$ cat src/rtl/cam2gray_multi_pkg.sv
// cam_pkg: shared types and constants for the camera-to-gray front end.
//   fmt_e      - per-frame pixel format encoding
//   *_DEF      - default luma coefficients and shift
//   clip_max() - largest value representable in a given bit width
package cam_pkg;

  typedef enum logic [1:0] {
    FMT_RGB565 = 2'd0,
    FMT_YUV422 = 2'd1,
    FMT_RAW8   = 2'd2,
    FMT_RSVD   = 2'd3   // decoded exactly like RAW8
  } fmt_e;

  localparam int KR_DEF    = 4;
  localparam int KG_DEF    = 10;
  localparam int KB_DEF    = 2;
  localparam int SHIFT_DEF = 4;

  // Three 5-bit weights times 8-bit channels always fit in 15 bits.
  localparam int SUM_W = 15;

  function automatic int unsigned clip_max(input int unsigned bits);
    return (32'd1 << bits) - 32'd1;
  endfunction

endpackage

$ cat src/rtl/cam2gray_multi_if.sv
// DVP byte bus from the image sensor.
//   master: sensor side (drives vsync/href/data)
//   slave : capture side (samples them)
interface cam2gray_multi_if;
  logic       cam_vsync;
  logic       cam_href;
  logic [7:0] cam_data;

  modport master (output cam_vsync, cam_href, cam_data);
  modport slave  (input  cam_vsync, cam_href, cam_data);
endinterface

$ cat src/rtl/cam2gray_multi_calc.sv
// cam_gray_calc: two-stage weighted sum -> shift -> clip -> truncate.
//   r, g, b  : 8-bit channels (used when byp_sel=0)
//   byp      : ready-made 8-bit gray (used when byp_sel=1)
//   vld      : input qualifier
//   gray     : top OUT_W bits of the clipped 8-bit result
//   gray_vld : vld delayed by two cycles
// Bypassed values take the same two stages so every format has equal latency.
module cam_gray_calc
  import cam_pkg::*;
#(
  parameter int OUT_W = 8,
  parameter int KR    = KR_DEF,
  parameter int KG    = KG_DEF,
  parameter int KB    = KB_DEF,
  parameter int SHIFT = SHIFT_DEF
) (
  input  logic             clk,
  input  logic             rst,
  input  logic [7:0]       r,
  input  logic [7:0]       g,
  input  logic [7:0]       b,
  input  logic [7:0]       byp,
  input  logic             byp_sel,
  input  logic             vld,
  output logic [OUT_W-1:0] gray,
  output logic             gray_vld
);

  localparam int STAGES = 2;
  localparam logic [SUM_W-1:0] CLIP = SUM_W'(clip_max(8));

  logic [STAGES-1:0] vld_pipe;
  logic [SUM_W-1:0]  sum_c, s1_q, shr;
  logic              s1_byp;
  logic [7:0]        clip8;

  assign sum_c = SUM_W'(KR) * SUM_W'(r)
               + SUM_W'(KG) * SUM_W'(g)
               + SUM_W'(KB) * SUM_W'(b);

  assign shr   = s1_q >> SHIFT;
  assign clip8 = s1_byp      ? s1_q[7:0] :
                 (shr > CLIP) ? 8'hFF    : shr[7:0];

  always_ff @(posedge clk) begin
    if (rst) begin
      vld_pipe <= '0;
      s1_q     <= '0;
      s1_byp   <= 1'b0;
      gray     <= '0;
    end else begin
      vld_pipe <= {vld_pipe[STAGES-2:0], vld};
      s1_q     <= byp_sel ? SUM_W'(byp) : sum_c;
      s1_byp   <= byp_sel;
      gray     <= clip8[7 -: OUT_W];
    end
  end

  assign gray_vld = vld_pipe[STAGES-1];

endmodule

$ cat src/rtl/cam2gray_multi.sv
// cam2gray_multi: DVP capture, per-frame format decode (RGB565/YUV422/RAW8)
// and gray conversion with line/frame markers.
//   clk, rst            : pixel clock, synchronous active-high reset
//   cam                 : DVP bus (vsync, href, 8-bit data)
//   fmt                 : format, latched on every vsync rise
//   cmos_h, cmos_v      : expected pixels per line / lines per frame
//   gray_en, gray_data  : gray pixel stream
//   pic_start           : pulse on vsync rise
//   href_start/href_end : pulses at line start / after the line's last pixel
//   first/second/last_href : level flags on line_cnt
//   line_cnt, pix_cnt   : 1-based line number, pixels emitted in the line
//   line_err            : pulse with href_end when pix_cnt != cmos_h
// The block ignores everything until the first vsync rise after reset, so a
// partial frame never reaches the line buffer.
module cam2gray_multi
  import cam_pkg::*;
#(
  parameter int OUT_W       = 8,
  parameter int KR          = KR_DEF,
  parameter int KG          = KG_DEF,
  parameter int KB          = KB_DEF,
  parameter int SHIFT       = SHIFT_DEF,
  parameter int LINE_W      = 11,
  parameter int PIX_W       = 12,
  parameter int SYNC_STAGES = 3
) (
  input  logic              clk,
  input  logic              rst,
  cam2gray_multi_if.slave   cam,
  input  logic [1:0]        fmt,
  input  logic [PIX_W-1:0]  cmos_h,
  input  logic [15:0]       cmos_v,
  output logic              gray_en,
  output logic [OUT_W-1:0]  gray_data,
  output logic              pic_start,
  output logic              href_start,
  output logic              href_end,
  output logic              first_href,
  output logic              second_href,
  output logic              last_href,
  output logic [LINE_W-1:0] line_cnt,
  output logic [PIX_W-1:0]  pix_cnt,
  output logic              line_err
);

  localparam int S = SYNC_STAGES;

  // ---- input synchroniser ----
  logic [S-1:0]      vs_sr, hr_sr;
  logic [S-1:0][7:0] d_sr;

  always_ff @(posedge clk) begin
    if (rst) begin
      vs_sr <= '0;
      hr_sr <= '0;
      d_sr  <= '0;
    end else begin
      vs_sr <= {vs_sr[S-2:0], cam.cam_vsync};
      hr_sr <= {hr_sr[S-2:0], cam.cam_href};
      d_sr  <= {d_sr[S-2:0],  cam.cam_data};
    end
  end

  // Edges come from stage S-1 vs stage S, so a line-start event fires one
  // cycle before the first byte of that line sits at stage S.
  logic       vs_rise, hr_rise, hr_fall, hr_s;
  logic [7:0] byte_s;
  assign vs_rise = vs_sr[S-2] & ~vs_sr[S-1];
  assign hr_rise = hr_sr[S-2] & ~hr_sr[S-1];
  assign hr_fall = ~hr_sr[S-2] & hr_sr[S-1];
  assign hr_s    = hr_sr[S-1];
  assign byte_s  = d_sr[S-1];

  // ---- control state ----
  logic       armed, in_line, phase;
  logic [7:0] hi_q;
  fmt_e       fmt_q;
  logic [1:0] end_pipe;

  // A vsync rise arms the block in the same cycle, so a coincident href
  // rise already counts as the first line of the new frame.
  logic line_go, byte_vld, two_byte, pix_vld;
  assign line_go  = hr_rise & (armed | vs_rise);
  assign byte_vld = in_line & hr_s;
  assign two_byte = (fmt_q == FMT_RGB565) || (fmt_q == FMT_YUV422);
  assign pix_vld  = byte_vld & (~two_byte | phase);

  // ---- decode: hi_q holds the first byte of a pair ----
  logic [7:0] r_c, g_c, b_c, byp_c;
  logic       byp_sel;
  assign r_c     = {hi_q[7:3], 3'b000};
  assign g_c     = {hi_q[2:0], byte_s[7:5], 2'b00};
  assign b_c     = {byte_s[4:0], 3'b000};
  assign byp_c   = (fmt_q == FMT_YUV422) ? hi_q : byte_s;
  assign byp_sel = (fmt_q != FMT_RGB565);

  cam_gray_calc #(
    .OUT_W(OUT_W), .KR(KR), .KG(KG), .KB(KB), .SHIFT(SHIFT)
  ) u_calc (
    .clk      (clk),
    .rst      (rst),
    .r        (r_c),
    .g        (g_c),
    .b        (b_c),
    .byp      (byp_c),
    .byp_sel  (byp_sel),
    .vld      (pix_vld),
    .gray     (gray_data),
    .gray_vld (gray_en)
  );

  // Count including the pixel on gray_en this cycle, so line_err sees the
  // final total in the same cycle href_end is registered.
  logic [PIX_W-1:0] pix_nxt;
  assign pix_nxt = (gray_en && (pix_cnt != '1)) ? pix_cnt + PIX_W'(1) : pix_cnt;

  always_ff @(posedge clk) begin
    if (rst) begin
      armed       <= 1'b0;
      in_line     <= 1'b0;
      phase       <= 1'b0;
      hi_q        <= '0;
      fmt_q       <= FMT_RGB565;
      end_pipe    <= '0;
      line_cnt    <= '0;
      pix_cnt     <= '0;
      pic_start   <= 1'b0;
      href_start  <= 1'b0;
      href_end    <= 1'b0;
      line_err    <= 1'b0;
      first_href  <= 1'b0;
      second_href <= 1'b0;
      last_href   <= 1'b0;
    end else begin
      pic_start  <= vs_rise;
      href_start <= line_go;

      if (vs_rise) begin
        armed <= 1'b1;
        fmt_q <= fmt_e'(fmt);
      end

      if (vs_rise && line_go)
        line_cnt <= LINE_W'(1);
      else if (vs_rise)
        line_cnt <= '0;
      else if (line_go && (line_cnt != '1))
        line_cnt <= line_cnt + LINE_W'(1);

      if (line_go)      in_line <= 1'b1;
      else if (hr_fall) in_line <= 1'b0;

      if (line_go)
        phase <= 1'b0;
      else if (byte_vld && two_byte)
        phase <= ~phase;

      if (byte_vld && !phase)
        hi_q <= byte_s;

      pix_cnt <= line_go ? '0 : pix_nxt;

      // Last byte leaves stage S on hr_fall; its pixel reaches gray_en two
      // cycles later, and the end marker follows one cycle after that.
      end_pipe <= {end_pipe[0], hr_fall & in_line};
      href_end <= end_pipe[1];
      line_err <= end_pipe[1] && (pix_nxt != cmos_h);

      first_href  <= (line_cnt == LINE_W'(1));
      second_href <= (line_cnt == LINE_W'(2));
      last_href   <= (32'(line_cnt) == 32'(cmos_v));
    end
  end

endmodule
$ cat src/flat_wrapper.sv
// flat-port wrapper written by rule: the top's interface ports become plain ports
module cam2gray_multi_flat import cam_pkg::*;
#(
  parameter int OUT_W       = 8,
  parameter int KR          = KR_DEF,
  parameter int KG          = KG_DEF,
  parameter int KB          = KB_DEF,
  parameter int SHIFT       = SHIFT_DEF,
  parameter int LINE_W      = 11,
  parameter int PIX_W       = 12,
  parameter int SYNC_STAGES = 3
)
  (clk, rst, fmt, cmos_h, cmos_v, gray_en, gray_data, pic_start, href_start, href_end, first_href, second_href, last_href, line_cnt, pix_cnt, line_err, cam_cam_vsync, cam_cam_href, cam_cam_data);
  cam2gray_multi_if cam_i ();
  input  logic clk;
  input  logic rst;
  input  logic [1:0] fmt;
  input  logic [PIX_W-1:0] cmos_h;
  input  logic [15:0] cmos_v;
  output logic gray_en;
  output logic [OUT_W-1:0] gray_data;
  output logic pic_start;
  output logic href_start;
  output logic href_end;
  output logic first_href;
  output logic second_href;
  output logic last_href;
  output logic [LINE_W-1:0] line_cnt;
  output logic [PIX_W-1:0] pix_cnt;
  output logic line_err;
  input wire logic [$bits(cam_i.cam_vsync)-1:0] cam_cam_vsync;
  input wire logic [$bits(cam_i.cam_href)-1:0] cam_cam_href;
  input wire logic [$bits(cam_i.cam_data)-1:0] cam_cam_data;
  assign cam_i.cam_vsync = cam_cam_vsync;
  assign cam_i.cam_href = cam_cam_href;
  assign cam_i.cam_data = cam_cam_data;
  cam2gray_multi #(.OUT_W(OUT_W), .KR(KR), .KG(KG), .KB(KB), .SHIFT(SHIFT), .LINE_W(LINE_W), .PIX_W(PIX_W), .SYNC_STAGES(SYNC_STAGES)) u_core (.clk(clk), .rst(rst), .cam(cam_i), .fmt(fmt), .cmos_h(cmos_h), .cmos_v(cmos_v), .gray_en(gray_en), .gray_data(gray_data), .pic_start(pic_start), .href_start(href_start), .href_end(href_end), .first_href(first_href), .second_href(second_href), .last_href(last_href), .line_cnt(line_cnt), .pix_cnt(pix_cnt), .line_err(line_err));
endmodule
$ cat config.mk
export PLATFORM = sky130hd
export DESIGN_NAME = cam2gray_multi_flat
export DESIGN_NICKNAME = d
export VERILOG_FILES = /design/src/rtl/cam2gray_multi_pkg.sv /design/src/rtl/cam2gray_multi_if.sv /design/src/rtl/cam2gray_multi_calc.sv /design/src/rtl/cam2gray_multi.sv /design/src/flat_wrapper.sv
export SDC_FILE = /design/constraint.sdc
export NUM_CORES = 1
export LEC_CHECK = 0
export CAP_MARGIN = 10
export CORE_MARGIN = 1
export CORE_UTILIZATION = 40
export DETAILED_ROUTE_END_ITERATION = 10
export PLACE_DENSITY = 0.66
export SYNTH_ARGS = -nofsm -noshare
export SYNTH_HDL_FRONTEND = slang
export SYNTH_SLANG_ARGS = --single-unit
$ cat constraint.sdc
create_clock -name clk -period 3.1 [get_ports clk]
set_input_delay 0.93 -clock clk [delete_from_list [all_inputs] [get_ports clk]]
set_output_delay 0.93 -clock clk [all_outputs]
set_load 0.005 [all_outputs]
==> results of run 1 <==
==> cells by family after synthesis <==
kind of cell	after synthesis	synth area share [%]
compound gates	77	11.0
xor+xnor	41	7.79
fa+ha+maj	26	8.03
buf+inv	63	5.43
flops	99	43.0
mux	4	0.868
simple gates	216	24.0
==> layer usage <==
metal  vias up  routed length, µm  track usage, %
met2        81               4650            28.0
met5         -                  0               0
li1       1913                  -               -
met3        13                412            3.73
met1      1733               4600            22.8
met4         0                148            6.67
==> path summary, 6_finish.rpt <==
path	endpoint	slack, ns	cells past startpoint
max	u_core.u_calc.s1_q[11]	0.13	13
min	u_core.end_pipe[1]	0.44	1
max reg2reg	u_core.u_calc.s1_q[11]	0.13	13
min reg2reg	u_core.end_pipe[1]	0.44	1
==> sequential cells by signal, summed over array words and instances (netlist names), 2 cells and up <==
name                    cells
u_core.end_pipe             2
u_core.fmt_q                2
u_core.hr_sr                3
u_core.u_calc.gray          8
u_core.byte_s               8
u_core.pix_cnt             12
u_core.line_cnt            11
u_core.vs_sr                3
u_core.u_calc.s1_q         13
u_core.d_sr                16
u_core.hi_q                 8
u_core.u_calc.vld_pipe      2
==> through the flow <==
stage	power [mW]	TNS, ns	cell area, µm²	util [%]	instances
2_1_floorplan	1.42	0	4610	-	526
3_3_place_gp	1.50	-0.0380	5530	50.1	728
3_5_place_dp	1.50	-0.261	5530	50.1	728
4_1_cts	2.57	-0.00872	5830	52.9	744
5_1_grt	2.65	-0.0307	5880	53.3	745
6_report	2.54	0	5880	53.3	745
==> placed cells by master, fill, tap and decap left out, types with 3 or more instances in the layout <==
master / instances
a21o_1: 4
xnor2_1: 24
nand3_1: 10
ha_4: 3
xor2_1: 17
inv_1: 35
mux2i_1: 4
nor3_1: 14
nor4_1: 6
dfxtp_2: 3
clkbuf_16: 9
buf_4: 9
dfxtp_1: 96
nand2b_1: 4
nor2b_1: 38
nand3b_1: 3
ha_1: 16
clkdlybuf4s50_1: 79
fa_1: 6
o21ai_0: 7
nor2_1: 76
a211oi_1: 7
or3_1: 4
nand4_1: 8
nand2_1: 33
a21oi_1: 30
==> worst register-to-register path, cell delays in order, from the launching register on <==
cell and delay [ns]:
dfxtp_2 0.34, ha_4 0.25, ha_4 0.16, fa_1 0.49, inv_2 0.04, fa_1 0.49
inv_2 0.05, ha_4 0.23, nor2b_1 0.12, o21ai_1 0.17, a21boi_1 0.10, o21ai_1 0.18
nand3_1 0.09, nor3b_2 0.17
==> timing repair <==
item	in CTS	in global routing
buffers inserted	0	1
gates resized for setup	5	11
pin swaps	0	6
setup endpoints to repair	3	3
==> layout make-up <==
type	instances	area, µm²
Timing Repair Buffer	89	863
Inverter	37	139
Tap cell	140	175
Fill cell	1070	5150
Clock inverter	6	46.3
Clock buffer	10	239
Multi-Input combinational cell	364	2440
Sequential cell	99	1990
==> power by group <==
group	total (mW)	switching [mW]	internal, mW	leakage (nW)
registers	1.31	0.0163	1.30	0.805
clock network	1.07	0.491	0.575	0.141
logic	0.165	0.0705	0.0947	1.34
total	2.54	0.578	1.97	2.29
==> results.json, run 1 <==
{
  "via_count": 3740,
  "routedWlPerCell_um": 13.2,
  "hold_violations": 0,
  "setup_viol": 0,
  "grt_pass1_vias": 3462,
  "clkTransAtPathRegs_ns": 0.07,
  "tightestPinTransition_ns": 0.678,
  "finalCriticalPeriod_ns": 2.97,
  "synth_area_um2": 4610,
  "place_ws_ns": -0.120,
  "ys_ff_latch": 99,
  "hpwl_mm": 7.25,
  "leakagePower_nw": 2.29,
  "relSlewSlack_pct": 54.7,
  "fin_crit_sh_pct": 95.8,
  "synth.area.top_cells": "dfxtp_1 43%, nor2_1 6.2%, ha_1 5.4%",
  "clockBufferDepth": 2,
  "synth-edff-count": 0,
  "root_buffer": "clkbuf_16",
  "area_delta_synth_final_pct": 27.6,
  "overflow": 0,
  "yosys_warnings": 0,
  "syn_inst": 526,
  "die_area_um2": 12000,
  "grt_usage_pct": 17.4,
  "slew_viol_final": 0,
  "gp_congestion": 0.873,
  "syn_nets": 594,
  "avgViaCountPerCell": 5.02,
  "r2r_start": "u_core.byte_s[6]",
  "synth_common_cells": "99 x dfxtp_1, 76 x nor2_1, 38 x nor2b_1",
  "row_count": 38,
  "crit_family": "adder cells",
  "numCtsBuffers": 9,
  "grt_pass1_wl_mm": 16.2,
  "antenna_found_initial": 0,
  "end_kind": "register",
  "worst_clock_skew_ns": 0.00710,
  "peakVddDrop_mv": 0.317,
  "drv_cap": 0,
  "yosys.area.top_type": "dfxtp_1",
  "path_max_fanout": 2,
  "outcome": "finished, final reports clean",
  "clk_latency_ns": 0.34,
  "initial_core_util_pct": 41.8,
  "start_kind": "register",
  "yosysMostFrequentCell": "dfxtp_1",
  "ys_seq_area_share_pct": 43.0,
  "die_h_um": 109,
  "path_class": "reg2reg",
  "hold_class": "reg2reg",
  "path_cells": "ha_4 -> ha_4 -> fa_1 -> inv_2 -> fa_1 -> inv_2 -> ha_4 -> nor2b_1 -> o21ai_1 -> a21boi_1 -> o21ai_1 -> nand3_1 -> nor3b_2",
  "fin_nets": 668,
  "crit_start": "u_core.byte_s[6]",
  "drt_wl_total_mm": 9.82,
  "clock-sinks": 99,
  "die-width_um": 109,
  "required_ns": 3.33,
  "crit_path_frequent_cell": "ha_4",
  "first_pass_iters": 4,
  "p_per_area_nw_per_um2": 432,
  "setup_slack_ns": 0.131,
  "cts_tree": "yes",
  "synth_area_per_cell_um2": 8.77,
  "drc": 0,
  "yosysTopAreaCellShare_pct": 43.0,
  "core_um2": 11000,
  "rsz0062_at_grt": "true",
  "min_from": "u_core.end_pipe[0]",
  "htreeDepth": 3,
  "port_buffers": 80,
  "ios": 81,
  "whs_ns": 0.436,
  "synth_cell_type_count": 61,
  "num_antenna_cells": 0,
  "arrival_ns": 3.20,
  "clock.fmax_mhz": 337,
  "ant_nets": 0,
  "cp_num_buf_inv": 2,
  "hold_buffers": 0,
  "drive_gt1_share_pct": 8.10,
  "drt_iter0_drc": 132,
  "cp_slowest_stage_delay_ns": 0.49,
  "synthArstFlopShare_pct": 0,
  "slowest_stage": "fa_1",
  "grt_max_degree": 34,
  "ys.flop_type": "dfxtp_1"
}
(Power assumes the default switching activity.)
==> inputs of run 2 (changes only) <==
- CAP_MARGIN: 10 -> default
==> results of run 2 <==
Final layout, timing and power as in run 1 (identical DEF).
==> inputs of run 3 (changes only) <==
- CTS_CLUSTER_SIZE: default -> 40
- SLEW_MARGIN: default -> 20
==> results of run 3 <==
Final layout, timing and power as in run 1 (identical DEF).
